### config.mk
export PLATFORM = sky130hd
export DESIGN_NAME = eq_i2s_tx
export DESIGN_NICKNAME = d
export VERILOG_FILES = /design/src/rtl/eq_i2s_pkg.sv /design/src/rtl/eq_sample_fifo.sv /design/src/rtl/eq_i2s_tx.sv
export SDC_FILE = /design/constraint.sdc
export NUM_CORES = 1
export LEC_CHECK = 0
export BUFFER_PORTS_ARGS = -buffer_cell sky130_fd_sc_hd__clkbuf_2
export CAP_MARGIN = 40
export CORE_UTILIZATION = 60
export CTS_CLUSTER_DIAMETER = 100
export DETAILED_ROUTE_END_ITERATION = 7
export GPL_TIMING_DRIVEN = 0
export PLACE_DENSITY = 0.81
export SYNTH_ARGS = -nofsm -noshare
export SYNTH_HDL_FRONTEND = slang
export SYNTH_HIERARCHICAL = 1
export SYNTH_SLANG_ARGS = --single-unit
### constraint.sdc
create_clock -name clk -period 6 [get_ports clk]
set_input_delay 0.6 -clock clk [delete_from_list [all_inputs] [get_ports clk]]
set_output_delay 0.6 -clock clk [all_outputs]
set_load 0.02 [all_outputs]
### src/rtl/eq_i2s_pkg.sv
// Shared definitions for the equalizer I2S output path: FSM encoding and frame geometry.
package eq_i2s_pkg;

    typedef enum logic [0:0] {
        ST_IDLE = 1'b0,
        ST_RUN  = 1'b1
    } state_t;

    localparam int DEF_DATA_BITS = 16;

    // A stereo frame carries two slots of one sample width each.
    function automatic int frame_bits(input int data_bits);
        return 2 * data_bits;
    endfunction

    localparam int FRAME_BITS = frame_bits(DEF_DATA_BITS);

endpackage

### src/rtl/eq_sample_fifo.sv
// Small synchronous sample FIFO (power-of-2 depth); a pop frees space for a push in the same cycle.
module eq_sample_fifo #(
    parameter int DATA_BITS = 16,
    parameter int DEPTH     = 2
) (
    input  logic                 clk,
    input  logic                 rst,
    input  logic                 push,
    input  logic                 pop,
    input  logic [DATA_BITS-1:0] din,
    output logic [DATA_BITS-1:0] dout,
    output logic                 full,
    output logic                 empty
);
    localparam int AW = $clog2(DEPTH);

    logic [DATA_BITS-1:0] mem_r [DEPTH];
    logic [AW-1:0]        wr_ptr_r;
    logic [AW-1:0]        rd_ptr_r;
    logic [AW:0]          count_r;
    logic                 do_push_s;
    logic                 do_pop_s;

    assign full  = (count_r == (AW+1)'(DEPTH));
    assign empty = (count_r == {(AW+1){1'b0}});
    assign dout  = mem_r[rd_ptr_r];

    // Qualify requests against the current occupancy.
    always_comb begin
        do_pop_s  = pop && !empty;
        do_push_s = push && (!full || do_pop_s);
    end

    // Storage array, written at the tail.
    always_ff @(posedge clk) begin
        if (do_push_s) begin
            mem_r[wr_ptr_r] <= din;
        end
    end

    // Pointers and occupancy.
    always_ff @(posedge clk or posedge rst) begin
        if (rst) begin
            wr_ptr_r <= {AW{1'b0}};
            rd_ptr_r <= {AW{1'b0}};
            count_r  <= {(AW+1){1'b0}};
        end else begin
            if (do_push_s) begin
                wr_ptr_r <= wr_ptr_r + AW'(1);
            end
            if (do_pop_s) begin
                rd_ptr_r <= rd_ptr_r + AW'(1);
            end
            case ({do_push_s, do_pop_s})
                2'b10:   count_r <= count_r + (AW+1)'(1);
                2'b01:   count_r <= count_r - (AW+1)'(1);
                default: count_r <= count_r;
            endcase
        end
    end

endmodule

### src/rtl/eq_i2s_tx.sv
// Equalizer output serializer: mono sample duplicated into an I2S stereo frame toward the DAC.
// Define I2S_TX_LEFT_JUSTIFIED_EN for left-justified framing instead of standard I2S.
module eq_i2s_tx
    import eq_i2s_pkg::*;
#(
    parameter int DATA_BITS  = DEF_DATA_BITS,
    parameter int BCLK_HALF  = 1,
    parameter int FIFO_DEPTH = 2
) (
    input  logic                 clk,
    input  logic                 rst,
    input  logic                 enable,
    input  logic [DATA_BITS-1:0] sample_in,
    input  logic                 sample_valid,
    output logic                 sample_ready,
    output logic                 i2s_bclk,
    output logic                 i2s_ws,
    output logic                 i2s_sd,
    output logic                 underrun,
    output logic                 overrun,
    input  logic                 clear_flags
);
    localparam int FB = frame_bits(DATA_BITS);
    localparam int CW = $clog2(FB);
    localparam int DW = (BCLK_HALF > 1) ? $clog2(BCLK_HALF) : 1;
    localparam logic [CW-1:0] LAST_BIT  = CW'(FB - 1);
    localparam logic [CW-1:0] START_BIT = CW'(FB - 2);
    localparam logic [DW-1:0] DIV_LAST  = DW'(BCLK_HALF - 1);

    // Word select for the bit position about to be driven.
    function automatic logic ws_for(input logic [CW-1:0] n);
`ifdef I2S_TX_LEFT_JUSTIFIED_EN
        return (n >= CW'(DATA_BITS));
`else
        return (n == LAST_BIT) || (n <= CW'(DATA_BITS - 2));
`endif
    endfunction

    state_t               state_r;
    state_t               state_next_s;
    logic [DW-1:0]        div_cnt_r;
    logic                 bclk_r;
    logic [CW-1:0]        bit_cnt_r;
    logic [FB-1:0]        frame_r;
    logic                 ws_r;
    logic                 sd_r;
    logic [DATA_BITS-1:0] last_r;
    logic                 underrun_r;
    logic                 overrun_r;

    logic                 run_s;
    logic                 wrap_s;
    logic                 fall_s;
    logic                 stop_s;
    logic                 load_s;
    logic                 push_s;
    logic                 pop_s;
    logic                 drop_s;
    logic [CW-1:0]        bit_next_s;
    logic [CW-1:0]        sd_idx_s;
    logic [DATA_BITS-1:0] load_data_s;
    logic [DATA_BITS-1:0] fifo_dout_s;
    logic                 fifo_full_s;
    logic                 fifo_empty_s;

    eq_sample_fifo #(
        .DATA_BITS (DATA_BITS),
        .DEPTH     (FIFO_DEPTH)
    ) u_fifo (
        .clk   (clk),
        .rst   (rst),
        .push  (push_s),
        .pop   (pop_s),
        .din   (sample_in),
        .dout  (fifo_dout_s),
        .full  (fifo_full_s),
        .empty (fifo_empty_s)
    );

    // Bit timing strobes, frame-boundary decisions and FIFO handshakes.
    always_comb begin
        run_s       = (state_r == ST_RUN);
        wrap_s      = run_s && (div_cnt_r == DIV_LAST);
        fall_s      = wrap_s && bclk_r;
        bit_next_s  = (bit_cnt_r == LAST_BIT) ? {CW{1'b0}} : bit_cnt_r + CW'(1);
        // A stop is only taken once the final bit of the frame has been on the line for a full bclk.
        stop_s      = fall_s && (bit_cnt_r == LAST_BIT) && !enable;
        load_s      = fall_s && !stop_s && (bit_next_s == {CW{1'b0}});
        pop_s       = load_s && !fifo_empty_s;
        load_data_s = fifo_empty_s ? last_r : fifo_dout_s;
        push_s      = sample_valid && (!fifo_full_s || pop_s);
        drop_s      = sample_valid && fifo_full_s && !pop_s;
        sd_idx_s    = LAST_BIT - bit_next_s;
    end

    // Next-state logic.
    always_comb begin
        state_next_s = state_r;
        case (state_r)
            ST_IDLE: begin
                if (enable && !fifo_empty_s) begin
                    state_next_s = ST_RUN;
                end else begin
                    state_next_s = ST_IDLE;
                end
            end
            ST_RUN: begin
                if (stop_s) begin
                    state_next_s = ST_IDLE;
                end else begin
                    state_next_s = ST_RUN;
                end
            end
            default: state_next_s = ST_IDLE;
        endcase
    end

    // State register.
    always_ff @(posedge clk or posedge rst) begin
        if (rst) begin
            state_r <= ST_IDLE;
        end else begin
            state_r <= state_next_s;
        end
    end

    // Bit clock divider; bclk parks low outside RUN so the first edge in RUN is a rise.
    always_ff @(posedge clk or posedge rst) begin
        if (rst) begin
            div_cnt_r <= {DW{1'b0}};
            bclk_r    <= 1'b0;
        end else if (!run_s || stop_s) begin
            div_cnt_r <= {DW{1'b0}};
            bclk_r    <= 1'b0;
        end else if (wrap_s) begin
            div_cnt_r <= {DW{1'b0}};
            bclk_r    <= !bclk_r;
        end else begin
            div_cnt_r <= div_cnt_r + DW'(1);
        end
    end

    // Serial datapath, updated on bclk falls. Each start re-emits the final bit position first,
    // so the previous LSB precedes the new MSB and the MSB lands on the second fall.
    always_ff @(posedge clk or posedge rst) begin
        if (rst) begin
            bit_cnt_r <= START_BIT;
            frame_r   <= {FB{1'b0}};
            ws_r      <= 1'b1;
            sd_r      <= 1'b0;
            last_r    <= {DATA_BITS{1'b0}};
        end else if (stop_s) begin
            bit_cnt_r <= START_BIT;
        end else if (fall_s) begin
            bit_cnt_r <= bit_next_s;
            ws_r      <= ws_for(bit_next_s);
            if (load_s) begin
                frame_r <= {load_data_s, load_data_s};
                sd_r    <= load_data_s[DATA_BITS-1];
                last_r  <= load_data_s;
            end else begin
                sd_r    <= frame_r[sd_idx_s];
            end
        end
    end

    // Sticky status flags; a clear wins over a coincident set.
    always_ff @(posedge clk or posedge rst) begin
        if (rst) begin
            underrun_r <= 1'b0;
            overrun_r  <= 1'b0;
        end else if (clear_flags) begin
            underrun_r <= 1'b0;
            overrun_r  <= 1'b0;
        end else begin
            underrun_r <= underrun_r | (load_s && fifo_empty_s);
            overrun_r  <= overrun_r | drop_s;
        end
    end

    assign sample_ready = !fifo_full_s;
    assign i2s_bclk     = bclk_r;
    assign i2s_ws       = ws_r;
    assign i2s_sd       = sd_r;
    assign underrun     = underrun_r;
    assign overrun      = overrun_r;

endmodule

==> reports/results.md <==
## Run status
• finished clean — result of the run

## Final layout
• 297 — fill cell count
• sky130_fd_sc_hd__mux2_2 — leading cell type in the layout, fill and taps excluded
• 0 — number of antenna cells inserted
• 250 — net total in the final layout
• 40.4% — share of layout cells above drive strength 1
• sky130_fd_sc_hd__mux2_2, sky130_fd_sc_hd__edfxtp_1, sky130_fd_sc_hd__dfrtp_1, sky130_fd_sc_hd__clkbuf_2, sky130_fd_sc_hd__nor2_1 — most frequent cells in the layout
• 16.0% — synthesis-to-finish area growth

## Global route
• 22.6% — Total GRT Usage
• 0 — antenna violations before repair
• 1748 — number of global-route vias before repair
• 8180 um — global-route wire length before repair
• 20 — pin count of the biggest net entering global routing
• 0 — Remaining Overflow, GRT

## Power and ir drop
• 0.284 mV — worst-case vdd ir drop
• 1.35 nW — Static Leakage
• 475 mW/mm^2 — power density over cell area
• 1.53 mW — total power draw

## STA
• no — unrepaired setup endpoints after global routing
• 0 ns — Fin Setup TNS
• 0 — number of max-slew violations in the final report
• 0 — Setup-failing EPs final
• 2.13 ns — final worst-path setup slack
• 3.87 ns — clock period minus final worst setup slack
• 0.657 ns — slew of the pin with the lowest slew margin
• 55.9% — Slew HR
• 0 — final hold violation count
• 64.6% — portion of the clock cycle consumed by the worst path in the final layout
• 0.00707 ns — final setup skew
• 0.258 GHz — Max Clock Freq

## Placement
• 3330 um — placed wire-length estimate
• 0.757 — placer's final routability congestion estimate
• 26 — number of input and output port buffers inserted
• 2.13 ns — minimum setup slack after placement

## Yosys
• 64 — Synth Register Bits
• 211 — Post-Syn Nets
• 186 — Post-Synthesis Cells
• 63.7% — sequential share of the synthesized area
• 14.9 um^2 — Syn Area/Cell
• sky130_fd_sc_hd__edfxtp_1 — most common flop cell mapped by yosys
• sky130_fd_sc_hd__edfxtp_1 — Yosys top cell by area
• sky130_fd_sc_hd__edfxtp_1, sky130_fd_sc_hd__dfrtp_1, sky130_fd_sc_hd__mux2_2, sky130_fd_sc_hd__dfstp_2, sky130_fd_sc_hd__mux4_2 — top area cells in the synthesized netlist
• 0.00278 mm^2 — total standard cell area after synthesis
• 34.6% — fraction of synthesized cell area taken by the top area cell type
• 50.0% — async set-reset flop share out of synthesis
• 6 — total of warnings raised by yosys
• 43 — Cell variety after synth
• 32 — number of flops mapped to enable cells by yosys

## Detailed routing
• 0 — post-route DRC violation count
• 4 — drt pass-1 iters
• 69 — initial drt markers
• 0 — antenna violation net count after detailed routing
• 4750 um — wire length after detailed routing
• 16.8 um — detailed-route wire length per cell
• 5.64 — drt via density
• 1591 — total via count after detailed routing

## Clock tree
• 2 — maximum number of buffers from clock root to sink
• 0 — Resized Gates After CTS
• sky130_fd_sc_hd__clkbuf_8 — Clock Tree Root
• 0.07 ns — Worst-path clk slew
• 64 — number of sinks driven by the clock tree
• 0.33 ns — Worst-Skew Late Latency
• 0 — post-cts hold buffer count
• 3 — number of H-tree levels
• 9 — CTS buffer count
• 0 — postcts setup bufs
• yes — CTS tree

## Die
• 70.0 um — DIE HEIGHT
• 0.00441 mm^2 — floorplan core area
• 70.0 um — Horiz. Die Dim
• 0.00490 mm^2 — area of the die
• 62.9% — starting density of the core
• 27 — boundary pin count
• 24 — count of standard-cell rows

## Critical path
• flop — critical path capture point type
• 11 — Worst Path Max Fanout
• 6.03 ns — CP Data Required Time
• flop — critical path launch point type
• 3.90 ns — data arrival at the endpoint of the critical path
• flop to flop — start-to-end type of the worst setup path

## Worst hold path
• input port to async pin — path class of the lowest-slack min-delay path

## Run
• 0 — max capacitance violation total

-- cells in the mapped netlist (2+ instances only) --
cell and number:
sky130_fd_sc_hd__a31oi_1 2, sky130_fd_sc_hd__nand3b_1 2, sky130_fd_sc_hd__buf_2 2, sky130_fd_sc_hd__nor3_1 3
sky130_fd_sc_hd__mux2_2 33, sky130_fd_sc_hd__o21ai_0 5, sky130_fd_sc_hd__nand2_1 3, sky130_fd_sc_hd__nor2_1 13
sky130_fd_sc_hd__dfrtp_1 27, sky130_fd_sc_hd__o21a_1 2, sky130_fd_sc_hd__a21oi_1 6, sky130_fd_sc_hd__dfstp_2 5
sky130_fd_sc_hd__edfxtp_1 32, sky130_fd_sc_hd__inv_1 9, sky130_fd_sc_hd__xnor2_1 4, sky130_fd_sc_hd__mux4_2 4
sky130_fd_sc_hd__nand2b_1 3, sky130_fd_sc_hd__nor2b_1 2, sky130_fd_sc_hd__mux2i_1 2, sky130_fd_sc_hd__ha_1 4
-- final timing paths --
path	startpoint	end	slack (ns)	cells after the start
worst min register to register	i2s_ws$_DFFE_PP1P_	i2s_ws$_DFFE_PP1P_	0.48	2
worst min-delay path	rst	u_fifo/wr_ptr_r$_DFFE_PP0P_	0.14	2
max in group asynchronous	rst	bit_cnt_r[1]$_DFFE_PP1P_	5.19	3
worst max-delay path	bit_cnt_r[1]$_DFFE_PP1P_	u_fifo/mem_r[0][5]$_DFFE_PP_	2.13	11
worst max register to register	bit_cnt_r[1]$_DFFE_PP1P_	u_fifo/mem_r[0][5]$_DFFE_PP_	2.13	11
min in group clk	clear_flags	overrun$_DFF_PP0_	0.43	2
-- critical path: stages (launching register included) --
cell and delay, ns:
sky130_fd_sc_hd__dfstp_2 0.56, sky130_fd_sc_hd__ha_1 0.18, sky130_fd_sc_hd__and3_1 0.15, sky130_fd_sc_hd__ha_1 0.27
sky130_fd_sc_hd__nor2_1 0.08, sky130_fd_sc_hd__mux2_4 0.33, sky130_fd_sc_hd__nor4_4 0.62, sky130_fd_sc_hd__buf_6 0.25
sky130_fd_sc_hd__o21a_1 0.28, sky130_fd_sc_hd__nand2_2 0.09, sky130_fd_sc_hd__nor2_1 0.45, sky130_fd_sc_hd__buf_4 0.31
-- cell families after synthesis --
kind of cell | count (synthesis) | share of synthesized area [%]
fa+ha+maj | 4 | 1.80
mux | 40 | 17.9
flops | 64 | 63.7
xor+xnor | 5 | 1.58
other cells | 1 | 0.135
compound gates | 21 | 4.78
simple gates | 37 | 7.71
buf+inv | 14 | 2.39
-- report_power, final --
| group | switching (mW) | leakage (nW) | internal [mW] |
|---|---|---|---|
| Sequential | 0.0630 | 0.701 | 0.593 |
| Clock | 0.150 | 0.108 | 0.245 |
| Combinational | 0.263 | 0.538 | 0.214 |
-- state kept, by name (all words and copies together) (netlist names), 2 cells and up --
register / flops
u_fifo/mem_r: 32
u_fifo/count_r: 2
frame_r: 16
bit_cnt_r: 5
-- routing by layer --
metal  up-vias  global-route usage (%)  routed length [um]
met4         0                    11.3                  99
met1       774                    27.7                2100
met3         9                    7.36                 168
met5         -                       0                   0
met2        41                    36.1                2380
li1        767                       -                   -
-- metrics by stage --
step	hold slack (ns)	util [%]	instance area [um^2]	cells
4_1_cts	0.125	72.9	3220	282
6_report	0.139	72.9	3220	282
3_3_place_gp	0.469	67.3	2970	264
5_1_grt	0.130	72.9	3220	282
2_1_floorplan	0.366	-	2780	186
3_5_place_dp	0.477	68.1	3010	266
-- area by class of cell --
| class | count | area, um^2 | share of cell area [%] |
|---|---|---|---|
| inverter | 9 | 33.8 | 1.05 |
| sequential | 64 | 1770 | 54.9 |
| clock inverter | 3 | 65.1 | 2.02 |
| timing repair buffer | 28 | 165 | 5.13 |
| multi-input combinational | 108 | 941 | 29.2 |
| buffer | 5 | 32.5 | 1.01 |
| tap | 52 | 65.1 | 2.02 |
| clock buffer | 13 | 149 | 4.62 |
No activity file was read; power rests on OpenSTA's default activity.
